`src/rtl/alu_arbiter.sv`:
```
// Two-requester round-robin front end for a single shared integer ALU.
// One operation in flight; each requester owns a one-deep response slot.
module alu_arbiter #(
   parameter int DW = 32
) (
   input  logic            clk,
   input  logic            resetn,
   input  logic [1:0]      req_valid,
   output logic [1:0]      req_ready,
   input  logic [2*DW-1:0] req_a,
   input  logic [2*DW-1:0] req_b,
   input  logic [5:0]      req_op,
   output logic [1:0]      rsp_valid,
   input  logic [1:0]      rsp_ready,
   output logic [2*DW-1:0] rsp_y,
   output logic [1:0]      rsp_overflow,
   output logic [1:0]      rsp_zero,
   output logic            busy
);

   // Handshake: a transfer happens on a rising edge where valid and ready are both 1;
   // req_ready is the combinational grant, rsp_valid is registered and held until consumed.

   typedef enum logic {
      S_IDLE = 1'b0,
      S_EXEC = 1'b1
   } state_e;

   state_e              state_q, state_d;
   logic                last_grant_q, last_grant_d;
   logic                gsel_q, gsel_d;
   logic [DW-1:0]       a_q, a_d;
   logic [DW-1:0]       b_q, b_d;
   logic [2:0]          op_q, op_d;
   logic [1:0]          rsp_valid_q, rsp_valid_d;
   logic [1:0][DW-1:0]  rsp_y_q;
   logic [1:0]          rsp_ovf_q;
   logic [1:0]          rsp_zero_q;

   logic [1:0]          elig;
   logic [1:0]          grant;
   logic                accept;

   logic [DW-1:0]       b_eff;
   logic [DW-1:0]       sum;
   logic [DW-1:0]       alu_y;
   logic                alu_ovf;

   // A full response slot blocks its owner until the slot is drained.
   assign elig = req_valid & ~rsp_valid_q;

   always_comb begin
      grant = 2'b00;
      if (resetn && (state_q == S_IDLE)) begin
         case (elig)
            2'b01:   grant = 2'b01;
            2'b10:   grant = 2'b10;
            2'b11:   grant = last_grant_q ? 2'b01 : 2'b10;
            default: grant = 2'b00;
         endcase
      end
   end

   assign accept = |grant;
   assign gsel_d = grant[1];

   always_comb begin
      state_d      = state_q;
      last_grant_d = last_grant_q;
      a_d          = a_q;
      b_d          = b_q;
      op_d         = op_q;
      case (state_q)
         S_IDLE: begin
            if (accept) begin
               state_d      = S_EXEC;
               last_grant_d = gsel_d;
               a_d          = gsel_d ? req_a[2*DW-1:DW] : req_a[DW-1:0];
               b_d          = gsel_d ? req_b[2*DW-1:DW] : req_b[DW-1:0];
               op_d         = gsel_d ? req_op[5:3]      : req_op[2:0];
            end
         end
         S_EXEC: state_d = S_IDLE;
         default: state_d = S_IDLE;
      endcase
   end

   // op[2] selects ~b with carry-in 1, giving subtraction and the SLT compare.
   always_comb begin
      b_eff   = op_q[2] ? ~b_q : b_q;
      sum     = a_q + b_eff + {{(DW-1){1'b0}}, op_q[2]};
      alu_ovf = 1'b0;
      case (op_q[1:0])
         2'b00:   alu_y = a_q & b_eff;
         2'b01:   alu_y = a_q | b_eff;
         2'b10: begin
            alu_y   = sum;
            alu_ovf = (a_q[DW-1] == b_eff[DW-1]) && (sum[DW-1] != a_q[DW-1]);
         end
         default: alu_y = {{(DW-1){1'b0}}, sum[DW-1]};
      endcase
   end

   // Drain and writeback never target the same slot: the written slot was empty at grant.
   always_comb begin
      rsp_valid_d = rsp_valid_q & ~rsp_ready;
      if (state_q == S_EXEC) begin
         rsp_valid_d[gsel_q] = 1'b1;
      end
   end

   always_ff @(posedge clk or negedge resetn) begin
      if (!resetn) begin
         state_q      <= S_IDLE;
         last_grant_q <= 1'b1;
         gsel_q       <= 1'b0;
         a_q          <= '0;
         b_q          <= '0;
         op_q         <= '0;
      end else begin
         state_q      <= state_d;
         last_grant_q <= last_grant_d;
         a_q          <= a_d;
         b_q          <= b_d;
         op_q         <= op_d;
         if (accept) begin
            gsel_q <= gsel_d;
         end
      end
   end

   always_ff @(posedge clk or negedge resetn) begin
      if (!resetn) begin
         rsp_valid_q <= '0;
         rsp_y_q     <= '0;
         rsp_ovf_q   <= '0;
         rsp_zero_q  <= '0;
      end else begin
         rsp_valid_q <= rsp_valid_d;
         if (state_q == S_EXEC) begin
            rsp_y_q[gsel_q]    <= alu_y;
            rsp_ovf_q[gsel_q]  <= alu_ovf;
            rsp_zero_q[gsel_q] <= (alu_y == '0);
         end
      end
   end

   assign req_ready    = grant;
   assign rsp_valid    = rsp_valid_q;
   assign rsp_y        = rsp_y_q;
   assign rsp_overflow = rsp_ovf_q;
   assign rsp_zero     = rsp_zero_q;
   assign busy         = (state_q == S_EXEC);

   a_grant_onehot: assert property (@(posedge clk) disable iff (!resetn)
      $onehot0(req_ready));

   a_no_grant_exec: assert property (@(posedge clk) disable iff (!resetn)
      (state_q == S_EXEC) |-> (req_ready == 2'b00));

endmodule
```
`config.mk`:
```
export PLATFORM = sky130hd
export DESIGN_NAME = alu_arbiter
export DESIGN_NICKNAME = d
export VERILOG_FILES = /design/src/rtl/alu_arbiter.sv
export SDC_FILE = /design/constraint.sdc
export NUM_CORES = 1
export LEC_CHECK = 0
export CORE_ASPECT_RATIO = 0.9
export CORE_MARGIN = 2
export CORE_UTILIZATION = 57
export CTS_BUF_LIST = sky130_fd_sc_hd__clkbuf_4 sky130_fd_sc_hd__clkbuf_8
export CTS_CLUSTER_DIAMETER = 100
export CTS_CLUSTER_SIZE = 24
export DETAILED_ROUTE_END_ITERATION = 8
export GPL_TIMING_DRIVEN = 0
export PLACE_DENSITY = 0.95
export REMOVE_ABC_BUFFERS = 1
export SYNTH_ARGS = -nofsm -noshare
export SYNTH_HDL_FRONTEND = slang
export SYNTH_SLANG_ARGS = --single-unit
```
`constraint.sdc`:
```
create_clock -name clk -period 6.35 [get_ports clk]
set_input_delay 0.635 -clock clk [delete_from_list [all_inputs] [get_ports clk]]
set_output_delay 0.635 -clock clk [all_outputs]
set_load 0.02 [all_outputs]
```
; Word level (Yosys, flattened, before mapping)
; Index checks and enable logic that the tools add are counted.
[op_classes]
muxes = 19
eq_ne = 7
reduce_logical = 7
addsub = 2
bitwise_logic = 9
n_lt_le_gt_ge = 2
[op_table]
columns = cell, n
row1 = $mux 32, 4
row2 = $pmux 32 s3, 1
row3 = $bwmux 64, 1
row4 = $add 32x1->32, 1
row5 = $add 32x32->32, 1
row6 = $and 32x32->32, 1
row7 = $demux 32 s1, 1
row8 = $logic_not 32->1, 1
row9 = $not 32->32, 1
row10 = $or 32x32->32, 1
row11 = $eq 2x2->1 const B, 3
row12 = $mux 2, 3
row13 = $pmux 2 s3, 1
row14 = $and 2x2->2, 2
row15 = $bwmux 2, 2
row16 = $eq 2x1->1 const B, 2
row17 = $not 2->2, 2
row18 = $logic_and 1x1->1, 3
row19 = $mux 1, 3
row20 = $mux 3, 1
row21 = $logic_not 2->1, 1
row22 = $lt 1x2->1 const B, 1
row23 = $or 2x2->2, 1
row24 = $pmux 1 s2, 1
row25 = 7 further kinds, 7
[totals]
ff_bits = 140
word_cells = 57
in_bits = 140
out_inout_bits = 73

; Longest topological paths before layout
; Gate-level depths: netlist (run 1).
[depth]
ltp_word = 8
ltp_mapped = 15
ltp_nobuf = 12

; Least setup slack after synthesis (run 1)
; OpenSTA, ideal clock, no wires.
[synth_path]
path_type = reg2reg
start = register op_q[2]
end = register rsp_zero_q[1], in the netlist rsp_zero[1]
required_ps = 6240
t_arrival_ps = 3594
setup_slack_ps = 2646
synth_period_minus_slack_ps = 3704
setup_ps = 110
stages_incl_launch_ff = 16
path_buffers = 3
path_cell_list = dfrtp_1 -> buf_6 -> clkbuf_1 -> xor2_1 -> inv_1 -> ha_1 -> clkbuf_1 -> o21a_1 -> a21oi_1 -> nand2_1 -> nor4_1 -> o21ai_1 -> xor2_1 -> a2111oi_0 -> nand4_1 -> o41ai_1
[synth_between]
elab_chain_len = 6
elab_cells_between_ends = 8
classes_between = 2 x add/sub / 3 x mux / 2 x bitwise / 1 x reduce/logical
[synth_rtl]
columns = item, line
row1 = "start, declared", 34  ; logic [2:0] op_q, op_d;
row2 = "start signal, assigned", 125  ; op_q <= op_d;
row3 = $mux 32, 90  ; b_eff = op_q[2] ? ~b_q : b_q;
row4 = $add 32x32->32, 91  ; sum = a_q + b_eff + {{(DW-1){1'b0}}, op_q[2]};
row5 = $add 32x1->32, 91
row6 = $pmux 32 s3 *, 93  ; case (op_q[1:0])
row7 = $logic_not 32->1 *, 143  ; rsp_zero_q[gsel_q] <= (alu_y == '0);
row8 = $bwmux 2 *, 143
row9 = "end signal, assigned by index", 143
row10 = "end, declared", 38  ; logic [1:0] rsp_zero_q;
; Mark *: on every way between the ends. The rest lies on a longest branch, timed or not.
; A chain may end at the register's enable or synchronous reset.

; Worst setup path after layout (run 1)
; Ends and elaborated chain as after synthesis.

==> impl_metrics.py, run 1 <==
metrics = {
    "setup_path": {
        "worstRegToRegCells": 12,
        "end_kind": "flop",
        "critPathRequiredTime_ns": 6.73,
        "crit_cells": 12,
        "crit_family": "compound AO/OA/AOI/OAI gates",
        "worst_setup_path_start_kind": "flop",
        "cp_max_fo": 35,
        "reg2reg_from": "op_q[2]",
        "slowest_delay_ns": 1.03,
        "path_cells": "xor2_1, inv_1, ha_1, o21a_1, a21oi_1, nand2_1, a311oi_1, nor4_1, a211oi_1, and3_1, nand4_1, o41ai_1",
        "worst_r2r_endpoint": "rsp_zero[1]",
        "crit_path_start": "op_q[2]",
        "crit_buf_inv": 1,
        "endpoint": "rsp_zero[1]",
        "arrival_ns": 5.06,
        "cp_slowest_cell": "dfrtp_2",
        "path_class": "flop to flop",
        "r2r_setup_slack_ns": 1.67,
    },
    "die": {
        "io_pins": 213,
        "die_x_um": 139,
        "die_h_um": 126,
        "coreArea_um2": 16100,
        "initial_utilization_pct": 58.3,
        "num_rows": 44,
        "dieArea_um2": 17600,
    },
    "placed_design": {
        "gp_congestion": 0.932,
        "dp_hpwl_mm": 20.4,
        "dp.cells": 1503,
        "io_buffers": 212,
    },
    "final_layout": {
        "n_antenna_cell": 0,
        "area_delta_synth_final_pct": 27.9,
        "drive_above_1_share_pct": 4.52,
        "final_nets": 1520,
        "layout.cells.non_filler": 1535,
    },
    "synth": {
        "netlist_top_cells_area": "dfrtp_1, ha_1, o21ai_0, a21oi_1, nand2_1",
        "synth_area_um2": 9410,
        "synth_area_per_cell_um2": 8.16,
        "synth_enable_flop_cells": 0,
        "yosysTopAreaCell": "dfrtp_1",
        "ys_ff_latch": 140,
        "synth.top_cell.area_share_pct": 37.0,
        "yosys_most_used_dff": "dfrtp_1",
        "synth_cell_type_count": 65,
        "yosysSeqAreaShare_pct": 37.2,
        "syn_inst": 1153,
        "synthArstFlopShare_pct": 100,
        "synth_warnings": 0,
    },
    "routing": {
        "via_per_inst": 5.96,
        "dr.first_iter.drc_count": 941,
        "drcViolationCount": 0,
        "wl_per_cell_um": 17.9,
        "postRouteAntennaNets": 0,
        "via_count": 9155,
        "firstDrtPassIters": 5,
        "drt-total-wl_mm": 27.5,
    },
    "sta": {
        "period_minus_slack_ns": 4.68,
        "setup_tns_ns": 0,
        "finClkSkew_ns": 0.0207,
        "slew_headroom_pct": 28.3,
        "finalSetupViolations": 0,
        "max_freq_mhz": 214,
        "period_share_pct": 73.7,
        "rsz0062_at_grt": "false",
        "hold_viol": 0,
        "drv_slew": 0,
        "tightest_slew_ns": 1.07,
    },
    "global_route": {
        "grt_usage_pct": 31.5,
        "grt_first_pass_wirelength_mm": 44.5,
        "grt_max_degree": 96,
        "grt_antenna_before_repair": 0,
        "grt_overflow": 0,
        "grt_pass1_vias": 8902,
    },
    "cts": {
        "ctsHoldBuffers": 0,
        "cts_buffer_depth": 2,
        "clkLatencyLatePin_ns": 0.49,
        "cts_tree": "built",
        "cts_root_buffer": "clkbuf_8",
        "cts_sinks": 140,
        "cts_setup_buffers": 0,
        "ctsResizeCount": 0,
        "htreeDepth": 4,
        "clk_pin_slew_ns": 0.10,
        "cts-buffers-inserted": 17,
    },
    "min_path": {
        "hold_path_class": "primary input to asynchronous set/reset pin",
    },
    "outcome": {
        "status": "complete, no violations",
    },
    "flow_run": {
        "maxCapViolations": 0,
    },
}
## state kept, by name, indices dropped and copies added (netlist names)
signal,flops
rsp_valid,2
last_grant_q,1
rsp_overflow,2
busy,1
rsp_y,64
rsp_zero,2
op_q,3
a_q,32
gsel_q,1
b_q,32
## area by class of cell
class,instances,area (um2)
Timing Repair Buffer,219,2280
Fill cell,1177,4090
Sequential cell,140,3510
Multi-Input combinational cell,859,5340
Clock inverter,13,109
Clock buffer,19,255
Inverter,78,293
Tap cell,207,259
## per-layer routing
layer,part of all wire (%),up-vias,global-route usage [%],wire length [um]
met4,2.0,0,9.57,548
met3,8.3,50,7.38,2270
li1,-,4333,-,-
met5,0,-,0,0
met1,43,4322,42.8,11800
met2,47,450,50.6,12800
## synth_stat cells, types with 6 or more instances
cell type and n:
a211oi_1 17, a21o_1 16, a21oi_1 119, a31oi_1 11, a32oi_1 6, and3_1 7
buf_1 10, clkbuf_1 64, dfrtp_1 139, ha_1 64, inv_1 77, mux2i_1 38
nand2_1 155, nand3_1 9, nand4_1 13, nor2_1 108, nor3_1 9, o21ai_0 131
o31ai_1 7, xnor2_1 9, xor2_1 39
## worst min-delay path by stage
stage	to	slack [ns]	cells after the start
2_1_floorplan	a_q[0]	0.34	0
3_3_place_gp	rsp_zero[1]	0.46	2
3_5_place_dp	rsp_y[10]	0.47	2
4_1_cts	b_q[8]	0.09	1
5_1_grt	a_q[19]	0.10	1
6_report	b_q[8]	0.08	1
## worst register-to-register path, stage by stage, from the launching register on
cell,delay (ns)
dfrtp_2,1.03
xor2_1,0.30
inv_1,0.08
ha_1,0.41
o21a_1,0.22
a21oi_1,0.46
nand2_1,0.16
a311oi_1,0.53
nor4_1,0.11
a211oi_1,0.60
and3_1,0.24
nand4_1,0.10
o41ai_1,0.35
## kinds of logic (layout without fill, tap and decap cells)
kind of cell | count (synthesis) | count (layout) | synth area share, %
buffers and inverters | 154 | 329 | 6.24
AND/OR/NAND/NOR | 335 | 335 | 15.3
multiplexers | 41 | 41 | 4.44
flip-flops | 140 | 140 | 37.2
XOR/XNOR | 48 | 48 | 4.47
AO/OA/AOI/OAI | 370 | 370 | 23.6
adder cells (fa/ha/maj) | 65 | 65 | 8.72
## per-stage QoR
step / cell area, um2 / setup WS, ns / utilization (%) / hold WS (ns)
after floorplan: 9120 / 2.18 / - / 0.339
after detailed placement: 11700 / 1.74 / 72.4 / 0.471
after global routing: 12000 / 1.31 / 74.6 / 0.102
after global placement: 11500 / -4.68 / 71.3 / 0.457
final: 12000 / 1.67 / 74.6 / 0.0765
after CTS: 12000 / 1.72 / 74.6 / 0.0856
## layout by cell type, fill, tap and decap left out, types with 7 or more instances in the layout
cell type / n
nor3_1: 9
a211oi_1: 17
o21ai_0: 131
nand3_1: 9
inv_1: 76
ha_1: 64
a21o_1: 16
xor2_1: 39
clkbuf_8: 18
nand2_1: 153
mux2i_1: 38
nor2_1: 108
o31ai_1: 7
clkdlybuf4s50_1: 211
a21oi_1: 119
and3_1: 7
dfrtp_1: 137
nand4_1: 13
xnor2_1: 9
a31oi_1: 11
Power of run 1 is not shown: default switching activity piles up to over one toggle a cycle in this logic, so the estimate is an artifact.
==> run 2, diff against run 1 <==
Settings changed: CORE_UTILIZATION 57 to 48, PLACE_DENSITY 0.95 to 0.9.
Clock period 6.35 ns to 3.8 ns, I/O delays scaled along.
==> impl_metrics.py, run 2 (synthesized netlist as in run 1, its figures left out) <==
metrics = {
    "final_layout": {
        "area_delta_synth_final_pct": 33.8,
        "largest_reg_flops": 64,
        "drive_above_1_share_pct": 8.44,
        "n_antenna_cell": 0,
        "final_common_cell": "clkdlybuf4s50_1",
        "final_nets": 1532,
        "layout.cells.non_filler": 1589,
        "final_core_util_pct": 65.5,
        "final_cell_mix": "clkdlybuf4s50_1, nand2_1, dfrtp_1",
    },
    "setup_path": {
        "crit_path_start": "op_q[2]",
        "worstRegToRegCells": 12,
        "path_class": "flop to flop",
        "end_kind": "flop",
        "cp_max_fo": 10,
        "worst_setup_path_start_kind": "flop",
        "reg2reg_from": "op_q[2]",
        "arrival_ns": 4.03,
        "critPathRequiredTime_ns": 4.17,
    },
    "routing": {
        "postRouteAntennaNets": 0,
        "routed.top_layer": "met4",
        "via_count": 9140,
        "via_per_inst": 5.75,
        "route.met2.wl_mm": 13.0,
        "wl_met1_mm": 12.2,
        "drcViolationCount": 0,
        "drt-total-wl_mm": 28.2,
        "wl_per_cell_um": 17.7,
        "dr.first_iter.drc_count": 724,
        "met3WireLength_mm": 2.51,
        "firstDrtPassIters": 5,
    },
    "placed_design": {
        "gp_congestion": 0.915,
        "preCtsSetupSlack_ns": -0.530,
        "io_buffers": 212,
        "dp_hpwl_mm": 20.9,
        "dp.cells": 1547,
    },
    "sta": {
        "period_minus_slack_ns": 3.67,
        "hold_viol": 0,
        "tightest_slew_ns": 0.989,
        "period_share_pct": 96.5,
        "setup_ws_ns": 0.134,
        "drv_slew": 0,
        "finalSetupViolations": 0,
        "max_freq_mhz": 273,
        "finClkSkew_ns": 0.0195,
        "rsz0062_at_grt": "true",
        "slew_headroom_pct": 34.1,
    },
    "global_route": {
        "grt_overflow": 0,
        "grt_pass1_vias": 8704,
        "grt_usage_pct": 27.5,
        "grt_first_pass_wirelength_mm": 44.5,
        "grt_antenna_before_repair": 0,
        "grt_max_degree": 91,
    },
    "die": {
        "num_rows": 48,
        "die_h_um": 137,
        "coreArea_um2": 19200,
        "io_pins": 213,
        "dieArea_um2": 20700,
        "die_x_um": 152,
        "initial_utilization_pct": 49.0,
    },
    "outcome": {
        "status": "complete, no violations",
    },
    "cts": {
        "cts_tree": "built",
        "htreeDepth": 4,
        "clkLatencyLatePin_ns": 0.47,
        "cts_root_buffer": "clkbuf_8",
        "cts_buffer_depth": 2,
        "cts-buffers-inserted": 17,
        "cts_sinks": 140,
        "clk_pin_slew_ns": 0.09,
    },
    "min_path": {
        "hold_path_depth": 3,
        "min_from": "req_a[62]",
        "hold_path_class": "primary input to flop",
    },
    "flow_run": {
        "maxCapViolations": 0,
    },
}
run 2: changes by cell type in the layout (fill, tap and decap cells not counted), sizes merged:
cell,previous run,this run
clkinvlp,3,0
bufinv,0,3
dlygate4sd3,0,2
inv,82,81
buf,8,18
run 2: cell type report:
class                      count  area (um2)
fill                        1571        6630
multi-input combinational    859        5610
sequential                   140        3510
timing repair buffer         231        2450
tap                          250         313
inverter                      78         294
clock buffer                  19         249
clock inverter                12         161
run 2: layer usage:
layer | vias up | GRT usage (%)
met5 | - | 0
met4 | 0 | 8.59
met3 | 31 | 5.27
met2 | 439 | 44.2
met1 | 4312 | 37.6
li1 | 4358 | -
run 2: path summary, 6_finish.rpt:
path / slack [ns] / endpoint
worst min register to register: 0.49 / rsp_y[44]
worst max-delay path: 0.13 / rsp_zero[1]
worst min-delay path: 0.46 / a_q[30]
min in group asynchronous: 0.56 / last_grant_q
worst max register to register: 0.13 / rsp_zero[1]
max in group asynchronous: 2.36 / a_q[31]
run 2: critical path: stages, from the launching register on:
cell	delay, ns
dfrtp_2	0.45
buf_12	0.16
mux2_4	0.31
fa_2	0.38
a21o_1	0.21
a311o_1	0.44
a31oi_4	0.26
a211oi_4	0.12
or3_4	0.40
a32oi_4	0.27
o2111a_1	0.23
nand4_1	0.13
o41ai_2	0.22
run 2: timing repair:
action | in CTS | in global routing
resized for setup | 24 | 34
buffers inserted | 2 | 4
hold endpoints to repair | 49 | 0
hold buffers | 5 | 0
setup endpoints to repair | 8 | 4
pin swaps | 1 | 11
gates cloned | 0 | 0
run 2: through the flow:
step | cell area [um2] | setup TNS (ns) | hold WS (ns)
2_1_floorplan | 9120 | -3.54 | 0.0844
3_3_place_gp | 11600 | -912.72 | 0.457
3_5_place_dp | 11700 | -1.54 | 0.365
4_1_cts | 12400 | 0 | 0.440
5_1_grt | 12600 | -0.0595 | 0.449
6_report | 12600 | 0 | 0.457
Power of run 2 is left out for the same reason.
